$ cat config.mk
export PLATFORM = sky130hd
export DESIGN_NAME = lsu_mem_master_flat
export DESIGN_NICKNAME = d
export VERILOG_FILES = /design/src/rtl/lsu_pkg.sv /design/src/rtl/lsu_mem_master_if.sv /design/src/rtl/lsu_align_unit.sv /design/src/rtl/lsu_mem_master.sv /design/src/flat_wrapper.sv
export SDC_FILE = /design/constraint.sdc
export NUM_CORES = 1
export LEC_CHECK = 0
export ABC_CLOCK_PERIOD_IN_PS = 14700
export CORE_MARGIN = 8
export CORE_UTILIZATION = 48
export CTS_CLUSTER_SIZE = 14
export DETAILED_ROUTE_END_ITERATION = 8
export GPL_TIMING_DRIVEN = 0
export HOLD_SLACK_MARGIN = 0.1
export PLACE_DENSITY_LB_ADDON = 0.15
export RECOVER_POWER = 100
export SLEW_MARGIN = 20
export SYNTH_ARGS = -nofsm -noshare
export SYNTH_HDL_FRONTEND = slang
export SYNTH_SLANG_ARGS = --single-unit
$ cat constraint.sdc
create_clock -name clk -period 14.7 [get_ports clk]
set_clock_uncertainty 0.2 [all_clocks]
set_input_delay 2.94 -clock clk [delete_from_list [all_inputs] [get_ports clk]]
set_output_delay 2.94 -clock clk [all_outputs]
set_load 0.01 [all_outputs]
$ cat src/rtl/lsu_pkg.sv
// Shared encodings and helpers for the load/store unit: access sizes, FSM states, byte counts.
package lsu_pkg;

  localparam logic [1:0] SZ_B = 2'd0;
  localparam logic [1:0] SZ_H = 2'd1;
  localparam logic [1:0] SZ_W = 2'd2;
  localparam logic [1:0] SZ_D = 2'd3;

  typedef enum logic [2:0] {
    IDLE,
    LOAD,
    RMW_RD,
    WRITE,
    RESP
  } lsu_state_t;

  function automatic logic [3:0] byte_count(input logic [1:0] size);
    return 4'd1 << size;
  endfunction

endpackage

$ cat src/rtl/lsu_mem_master_if.sv
// Request/response bus between execute and the LSU, and the LSU-to-data-memory bus.
interface lsu_req_if;
  logic        req_valid;
  logic        req_ready;
  logic        req_write;
  logic [1:0]  req_size;
  logic        req_unsigned;
  logic [63:0] req_addr;
  logic [63:0] req_wdata;
  logic        resp_valid;
  logic [63:0] resp_rdata;
  logic        resp_fault;

  modport master (
    output req_valid, req_write, req_size, req_unsigned, req_addr, req_wdata,
    input  req_ready, resp_valid, resp_rdata, resp_fault
  );
  modport slave (
    input  req_valid, req_write, req_size, req_unsigned, req_addr, req_wdata,
    output req_ready, resp_valid, resp_rdata, resp_fault
  );
endinterface

interface lsu_mem_if;
  logic [63:0] mem_address;
  logic [63:0] mem_write_data;
  logic        mem_read;
  logic        mem_write;
  logic [63:0] mem_read_data;

  modport master (
    output mem_address, mem_write_data, mem_read, mem_write,
    input  mem_read_data
  );
  modport slave (
    input  mem_address, mem_write_data, mem_read, mem_write,
    output mem_read_data
  );
endinterface

$ cat src/rtl/lsu_align_unit.sv
// Combinational datapath: extends the low bytes of the memory window for loads and
// merges store bytes into the window for read-modify-write.
module lsu_align_unit
  import lsu_pkg::*;
(
  input  logic [1:0]  i_size,
  input  logic        i_unsigned,
  input  logic [63:0] i_rdata,
  input  logic [63:0] i_wdata,
  output logic [63:0] o_load_data,
  output logic [63:0] o_store_data
);

  logic [63:0] w_mask;
  logic        w_sign;

  // NOTE: every output is assigned up front so no path through this block infers a latch.
  always_comb begin
    w_mask = ~(64'hFFFF_FFFF_FFFF_FFFF << {byte_count(i_size), 3'b000});
    case (i_size)
      SZ_B:    w_sign = i_rdata[7];
      SZ_H:    w_sign = i_rdata[15];
      SZ_W:    w_sign = i_rdata[31];
      default: w_sign = 1'b0;
    endcase
    o_load_data = i_rdata & w_mask;
    if (w_sign && !i_unsigned) o_load_data = o_load_data | ~w_mask;
    o_store_data = (i_rdata & ~w_mask) | (i_wdata & w_mask);
  end

endmodule

$ cat src/rtl/lsu_mem_master.sv
// Load/store initiator for the 64-bit byte-addressed data memory; one request at a time.
// Optional LSU_ALIGN_CHECK_EN: naturally misaligned H/W/D accesses also fault.
module lsu_mem_master
  import lsu_pkg::*;
#(
  parameter int unsigned MEM_BYTES = 1024
) (
  input  logic      clk,
  input  logic      reset,
  lsu_req_if.slave  req_bus,
  lsu_mem_if.master mem_bus
);

  localparam logic [63:0] LAST_START = 64'(MEM_BYTES - 8);

  lsu_state_t  r_state;
  logic        r_pending;
  logic        r_write;
  logic [1:0]  r_size;
  logic        r_unsigned;
  logic [63:0] r_addr;
  logic [63:0] r_wdata;
  logic        r_req_ready;
  logic        r_resp_valid;
  logic [63:0] r_resp_rdata;
  logic        r_resp_fault;
  logic [63:0] r_mem_address;
  logic [63:0] r_mem_write_data;
  logic        r_mem_read;
  logic        r_mem_write;

  logic [63:0] w_load_data;
  logic [63:0] w_store_data;
  logic        w_misaligned;
  logic        w_fault;

`ifdef LSU_ALIGN_CHECK_EN
  always_comb begin
    case (r_size)
      SZ_H:    w_misaligned = r_addr[0];
      SZ_W:    w_misaligned = |r_addr[1:0];
      SZ_D:    w_misaligned = |r_addr[2:0];
      default: w_misaligned = 1'b0;
    endcase
  end
`else
  assign w_misaligned = 1'b0;
`endif

  // The memory always touches a full 8-byte window, whatever the access size.
  assign w_fault = (r_addr > LAST_START) || w_misaligned;

  lsu_align_unit u_align (
    .i_size       (r_size),
    .i_unsigned   (r_unsigned),
    .i_rdata      (mem_bus.mem_read_data),
    .i_wdata      (r_wdata),
    .o_load_data  (w_load_data),
    .o_store_data (w_store_data)
  );

  // NOTE: sequential state uses <= so every register samples pre-edge values.
  always_ff @(posedge clk or posedge reset) begin
    if (reset) begin
      r_state          <= IDLE;
      r_pending        <= 1'b0;
      r_write          <= 1'b0;
      r_size           <= SZ_B;
      r_unsigned       <= 1'b0;
      r_addr           <= '0;
      r_wdata          <= '0;
      r_req_ready      <= 1'b1;
      r_resp_valid     <= 1'b0;
      r_resp_rdata     <= '0;
      r_resp_fault     <= 1'b0;
      r_mem_address    <= '0;
      r_mem_write_data <= '0;
      r_mem_read       <= 1'b0;
      r_mem_write      <= 1'b0;
    end else begin
      case (r_state)
        IDLE: begin
          // The accept cycle only registers the request; dispatch uses the registered copy.
          if (r_pending) begin
            r_pending <= 1'b0;
            if (w_fault) begin
              r_state      <= RESP;
              r_resp_valid <= 1'b1;
              r_resp_fault <= 1'b1;
            end else if (!r_write) begin
              r_state       <= LOAD;
              r_mem_read    <= 1'b1;
              r_mem_address <= r_addr;
            end else if (r_size == SZ_D) begin
              r_state          <= WRITE;
              r_mem_write      <= 1'b1;
              r_mem_address    <= r_addr;
              r_mem_write_data <= r_wdata;
            end else begin
              r_state       <= RMW_RD;
              r_mem_read    <= 1'b1;
              r_mem_address <= r_addr;
            end
          end else if (req_bus.req_valid && r_req_ready) begin
            r_pending   <= 1'b1;
            r_req_ready <= 1'b0;
            r_write     <= req_bus.req_write;
            r_size      <= req_bus.req_size;
            r_unsigned  <= req_bus.req_unsigned;
            r_addr      <= req_bus.req_addr;
            r_wdata     <= req_bus.req_wdata;
          end
        end
        LOAD: begin
          r_state       <= RESP;
          r_mem_read    <= 1'b0;
          r_mem_address <= '0;
          r_resp_valid  <= 1'b1;
          r_resp_rdata  <= w_load_data;
        end
        RMW_RD: begin
          r_state          <= WRITE;
          r_mem_read       <= 1'b0;
          r_mem_write      <= 1'b1;
          r_mem_write_data <= w_store_data;
        end
        WRITE: begin
          r_state          <= RESP;
          r_mem_write      <= 1'b0;
          r_mem_address    <= '0;
          r_mem_write_data <= '0;
          r_resp_valid     <= 1'b1;
        end
        RESP: begin
          r_state      <= IDLE;
          r_resp_valid <= 1'b0;
          r_resp_rdata <= '0;
          r_resp_fault <= 1'b0;
          r_req_ready  <= 1'b1;
        end
        default: r_state <= IDLE;
      endcase
    end
  end

  assign req_bus.req_ready      = r_req_ready;
  assign req_bus.resp_valid     = r_resp_valid;
  assign req_bus.resp_rdata     = r_resp_rdata;
  assign req_bus.resp_fault     = r_resp_fault;
  assign mem_bus.mem_address    = r_mem_address;
  assign mem_bus.mem_write_data = r_mem_write_data;
  assign mem_bus.mem_read       = r_mem_read;
  assign mem_bus.mem_write      = r_mem_write;

endmodule

$ cat src/flat_wrapper.sv
// flat-port wrapper written by rule: the top's interface ports become plain ports
module lsu_mem_master_flat import lsu_pkg::*;
#(
  parameter int unsigned MEM_BYTES = 1024
)
  (clk, reset, req_bus_req_valid, req_bus_req_write, req_bus_req_size, req_bus_req_unsigned, req_bus_req_addr, req_bus_req_wdata, req_bus_req_ready, req_bus_resp_valid, req_bus_resp_rdata, req_bus_resp_fault, mem_bus_mem_address, mem_bus_mem_write_data, mem_bus_mem_read, mem_bus_mem_write, mem_bus_mem_read_data);
  lsu_req_if req_bus_i ();
  lsu_mem_if mem_bus_i ();
  input  logic clk;
  input  logic reset;
  input wire logic [$bits(req_bus_i.req_valid)-1:0] req_bus_req_valid;
  input wire logic [$bits(req_bus_i.req_write)-1:0] req_bus_req_write;
  input wire logic [$bits(req_bus_i.req_size)-1:0] req_bus_req_size;
  input wire logic [$bits(req_bus_i.req_unsigned)-1:0] req_bus_req_unsigned;
  input wire logic [$bits(req_bus_i.req_addr)-1:0] req_bus_req_addr;
  input wire logic [$bits(req_bus_i.req_wdata)-1:0] req_bus_req_wdata;
  output wire logic [$bits(req_bus_i.req_ready)-1:0] req_bus_req_ready;
  output wire logic [$bits(req_bus_i.resp_valid)-1:0] req_bus_resp_valid;
  output wire logic [$bits(req_bus_i.resp_rdata)-1:0] req_bus_resp_rdata;
  output wire logic [$bits(req_bus_i.resp_fault)-1:0] req_bus_resp_fault;
  output wire logic [$bits(mem_bus_i.mem_address)-1:0] mem_bus_mem_address;
  output wire logic [$bits(mem_bus_i.mem_write_data)-1:0] mem_bus_mem_write_data;
  output wire logic [$bits(mem_bus_i.mem_read)-1:0] mem_bus_mem_read;
  output wire logic [$bits(mem_bus_i.mem_write)-1:0] mem_bus_mem_write;
  input wire logic [$bits(mem_bus_i.mem_read_data)-1:0] mem_bus_mem_read_data;
  assign req_bus_i.req_valid = req_bus_req_valid;
  assign req_bus_i.req_write = req_bus_req_write;
  assign req_bus_i.req_size = req_bus_req_size;
  assign req_bus_i.req_unsigned = req_bus_req_unsigned;
  assign req_bus_i.req_addr = req_bus_req_addr;
  assign req_bus_i.req_wdata = req_bus_req_wdata;
  assign req_bus_req_ready = req_bus_i.req_ready;
  assign req_bus_resp_valid = req_bus_i.resp_valid;
  assign req_bus_resp_rdata = req_bus_i.resp_rdata;
  assign req_bus_resp_fault = req_bus_i.resp_fault;
  assign mem_bus_mem_address = mem_bus_i.mem_address;
  assign mem_bus_mem_write_data = mem_bus_i.mem_write_data;
  assign mem_bus_mem_read = mem_bus_i.mem_read;
  assign mem_bus_mem_write = mem_bus_i.mem_write;
  assign mem_bus_i.mem_read_data = mem_bus_mem_read_data;
  lsu_mem_master #(.MEM_BYTES(MEM_BYTES)) u_core (.clk(clk), .reset(reset), .req_bus(req_bus_i), .mem_bus(mem_bus_i));
endmodule
==> impl_metrics.yaml <==
power:
  leakagePower_uw: 0.00847
  power_switching_uw: 710
  sequentialPowerShare_pct: 45.6
  power.density_nw_per_um2: 141
  swShare_pct: 26.4
  pwr-share-clk_pct: 34.0
  p_comb_share_pct: 20.4
  intPower_uw: 1980
  vdd_drop_max_mv: 0.110
cts:
  cts_tree: "done"
  cts-root-buf: "clkbuf_16"
  cts_setup_buffers: 0
  cts_hold_buf: 0
  cts_max_level: 2
  cts_resized: 0
  clkTransAtPathRegs_ps: 60
  clk_latency_ps: 500
  numCtsBuffers: 37
  cts.path.max_buffers: 3
  cts_sinks: 333
final_layout:
  layout_common_cells: "dfrtp_1, dlygate4sd3_1, clkdlybuf4s50_1, mux2_2, nor2_1"
  layout-drive-gt1-share_pct: 14.9
  mostFrequentLayoutCell: "dfrtp_1"
  post-route-util_pct: 69.0
  nFillCells: 2065
  area_delta_synth_final_pct: 42.3
  final_cell_area_um2: 19100
  nets: 1729
global_route:
  grt_max_degree: 104
  grtUsageTotal_pct: 24.1
  grt_overflow_total: 0
  grt_pass1_wl_mm: 63.5
  grt_pass1_vias: 11100
  antenna_found_initial: 11
drt:
  wl_mm: 41.0
  vias: 10500
  drt-vias-per-instance: 5.43
  dr.pass1.iters: 5
  route.detailed.drc: 0
  wire_per_inst_um: 21.1
  drtAntennaViolNets: 0
  drt_iter0_drc: 698
sta:
  max_slew_margin_pct: -115
  worst_slack_ps: 8850
  drv_slew: 71
  rsz0062_at_grt: "no"
  fin_crit_sh_pct: 39.8
  tightest_slew_ps: 3210
  fmax_mhz: 171
  min_period_ps: 5850
  hold_viol: 0
  setup_viol: 0
status:
  status: "finished with violations"
  violations: "max-capacitance violations, max-slew violations"
synth:
  ys_seq_area_share_pct: 62.0
  ys_async_sr_fraction_pct: 100
  post_synth_num_cell_types: 44
  synth-main-ff-cell: "dfrtp_1"
  yosys_warnings: 0
  synth_edf_count: 0
  yosysTopAreaCell: "dfrtp_1"
  synth_area_leaders: "dfrtp_1, mux2_2, a22oi_1, nor2_1, o21ai_0"
  synth_seq_cells: 333
  synth_top_area_share_pct: 61.8
  syn_area_per_cell_um2: 12.3
  synth_area_um2: 13400
  syn-num-nets: 1292
  syn_inst: 1093
worst_setup_path:
  cp-end-kind: "async pin"
  crit_fanout: 103
  r2r_slack_ps: 11290
  crit_top_cell: "buf_16"
  max_stage_delay_ps: 1820
  path_class: "in2async"
  cp.required_ps: 15100
  cp_num_buf_inv: 4
  cp_top_family: "buffers and inverters"
  arrival_ps: 6250
  cp_slowest_cell: "clkinvlp_2"
  cp_cell_sequence: "dlygate4sd3_1 -> clkinvlp_2 -> buf_16 -> buf_16"
  startpoint_type: "input pin"
floorplan:
  die_y_um: 183
  start_util_pct: 48.5
  pin_count: 396
  dieArea_um2: 33600
  die_width_um: 183
  rows: 61
  coreArea_um2: 27700
placement:
  port_buffers: 395
  dp_slack_ps: 9650
  finalWeightedCongestion: 0.810
  dp.final_hpwl_mm: 30.6
  post_dp_cell_area_um2: 18000
run:
  drv_cap: 1
hold_path:
  hold_class: "reg2reg"
## per-layer routing
metal	track usage, %	wire length [um]	vias to the layer above	share of wire (%)
li1	-	-	4782	-
met1	30.1	16400	5250	40
met2	38.3	19400	403	47
met3	7.78	3600	90	8.8
met4	9.95	1570	8	3.8
met5	0	50	-	0.12
## registers in the layout (all words and copies together) (netlist names)
register / count
u_core.mem_bus.mem_write_data: 64
u_core.req_bus.resp_fault: 1
u_core.req_bus.req_ready: 1
u_core.req_bus.resp_valid: 1
u_core.r_state: 3
u_core.r_pending: 1
u_core.r_wdata: 64
u_core.mem_bus.mem_address: 64
u_core.mem_bus.mem_write: 1
u_core.mem_bus.mem_read: 1
u_core.r_write: 1
u_core.r_addr: 64
u_core.req_bus.resp_rdata: 64
u_core.r_unsigned: 1
u_core.r_size: 2
## worst min-delay path, stage by stage (launching register included)
cell and delay, ps:
dfrtp_1 340, nand2_1 50, nand2_1 50
## power groups by stage
stage / clock [uW] / sequential, uW / combinational [uW]
floorplan: 0 / 1210 / 401
global placement: 0 / 1230 / 538
detailed placement: 0 / 1240 / 561
CTS: 932 / 1230 / 564
global route: 970 / 1250 / 603
finish: 915 / 1230 / 547
## path summary, 6_finish.rpt
kind,from,endpoint,cells past startpoint
max,reset,u_core.req_bus.resp_rdata[22],4
min,u_core.req_bus.resp_rdata[14],u_core.req_bus.resp_rdata[14],2
max reg2reg,u_core.r_state[1],u_core.r_wdata[37],7
min reg2reg,u_core.req_bus.resp_rdata[14],u_core.req_bus.resp_rdata[14],2
max in group clk,req_bus_req_valid,u_core.r_wdata[37],6
min in group asynchronous,reset,u_core.mem_bus.mem_address[44],2
## cell families (layout without fill, tap and decap cells)
group | Yosys count | after routing | share of synthesized area, %
flip-flops | 333 | 333 | 62.0
AND/OR/NAND/NOR | 295 | 295 | 10.6
AO/OA/AOI/OAI | 240 | 240 | 12.6
multiplexers | 139 | 139 | 11.6
buffers and inverters | 85 | 545 | 3.10
XOR/XNOR | 1 | 1 | 0.0652
other | 0 | 7 | 0
## cell usage after synthesis, drive strengths merged, types with 2 or more instances
cell and n:
o31ai 11, a31oi 3, mux2 130, nand3 6, a22oi 99, a22o 16
a21oi 12, nor2b 3, o311a 8, buf 31, nand2b 9, nor2 108
and4 3, mux2i 9, nor3 7, and2 55, o21ai 75, nand4 12
clkbuf 47, or2 2, a31o 10, inv 7, a41o 3, nor4 13
nand2 74, dfrtp 332
## final cells by class
type | count | area, um2 | area share, %
buffer | 78 | 354 | 1.85
clock buffer | 50 | 1030 | 5.41
multi-input combinational | 675 | 4670 | 24.5
antenna | 7 | 17.5 | 0.0917
inverter | 7 | 27.5 | 0.144
sequential | 333 | 8330 | 43.6
clock inverter | 12 | 160 | 0.838
tap | 378 | 473 | 2.47
timing repair buffer | 398 | 4040 | 21.1
## metrics by stage
step                      hold WS [ps]  setup TNS, ps  power (uW)  cells
after floorplan                    262              0        1610   1093
after global placement             251        -577680        1770   1866
after detailed placement           255              0        1800   1869
after CTS                          268              0        2720   1931
after global routing               283              0        2820   1937
final                              259              0        2690   1938
(Power assumes the default switching activity.)
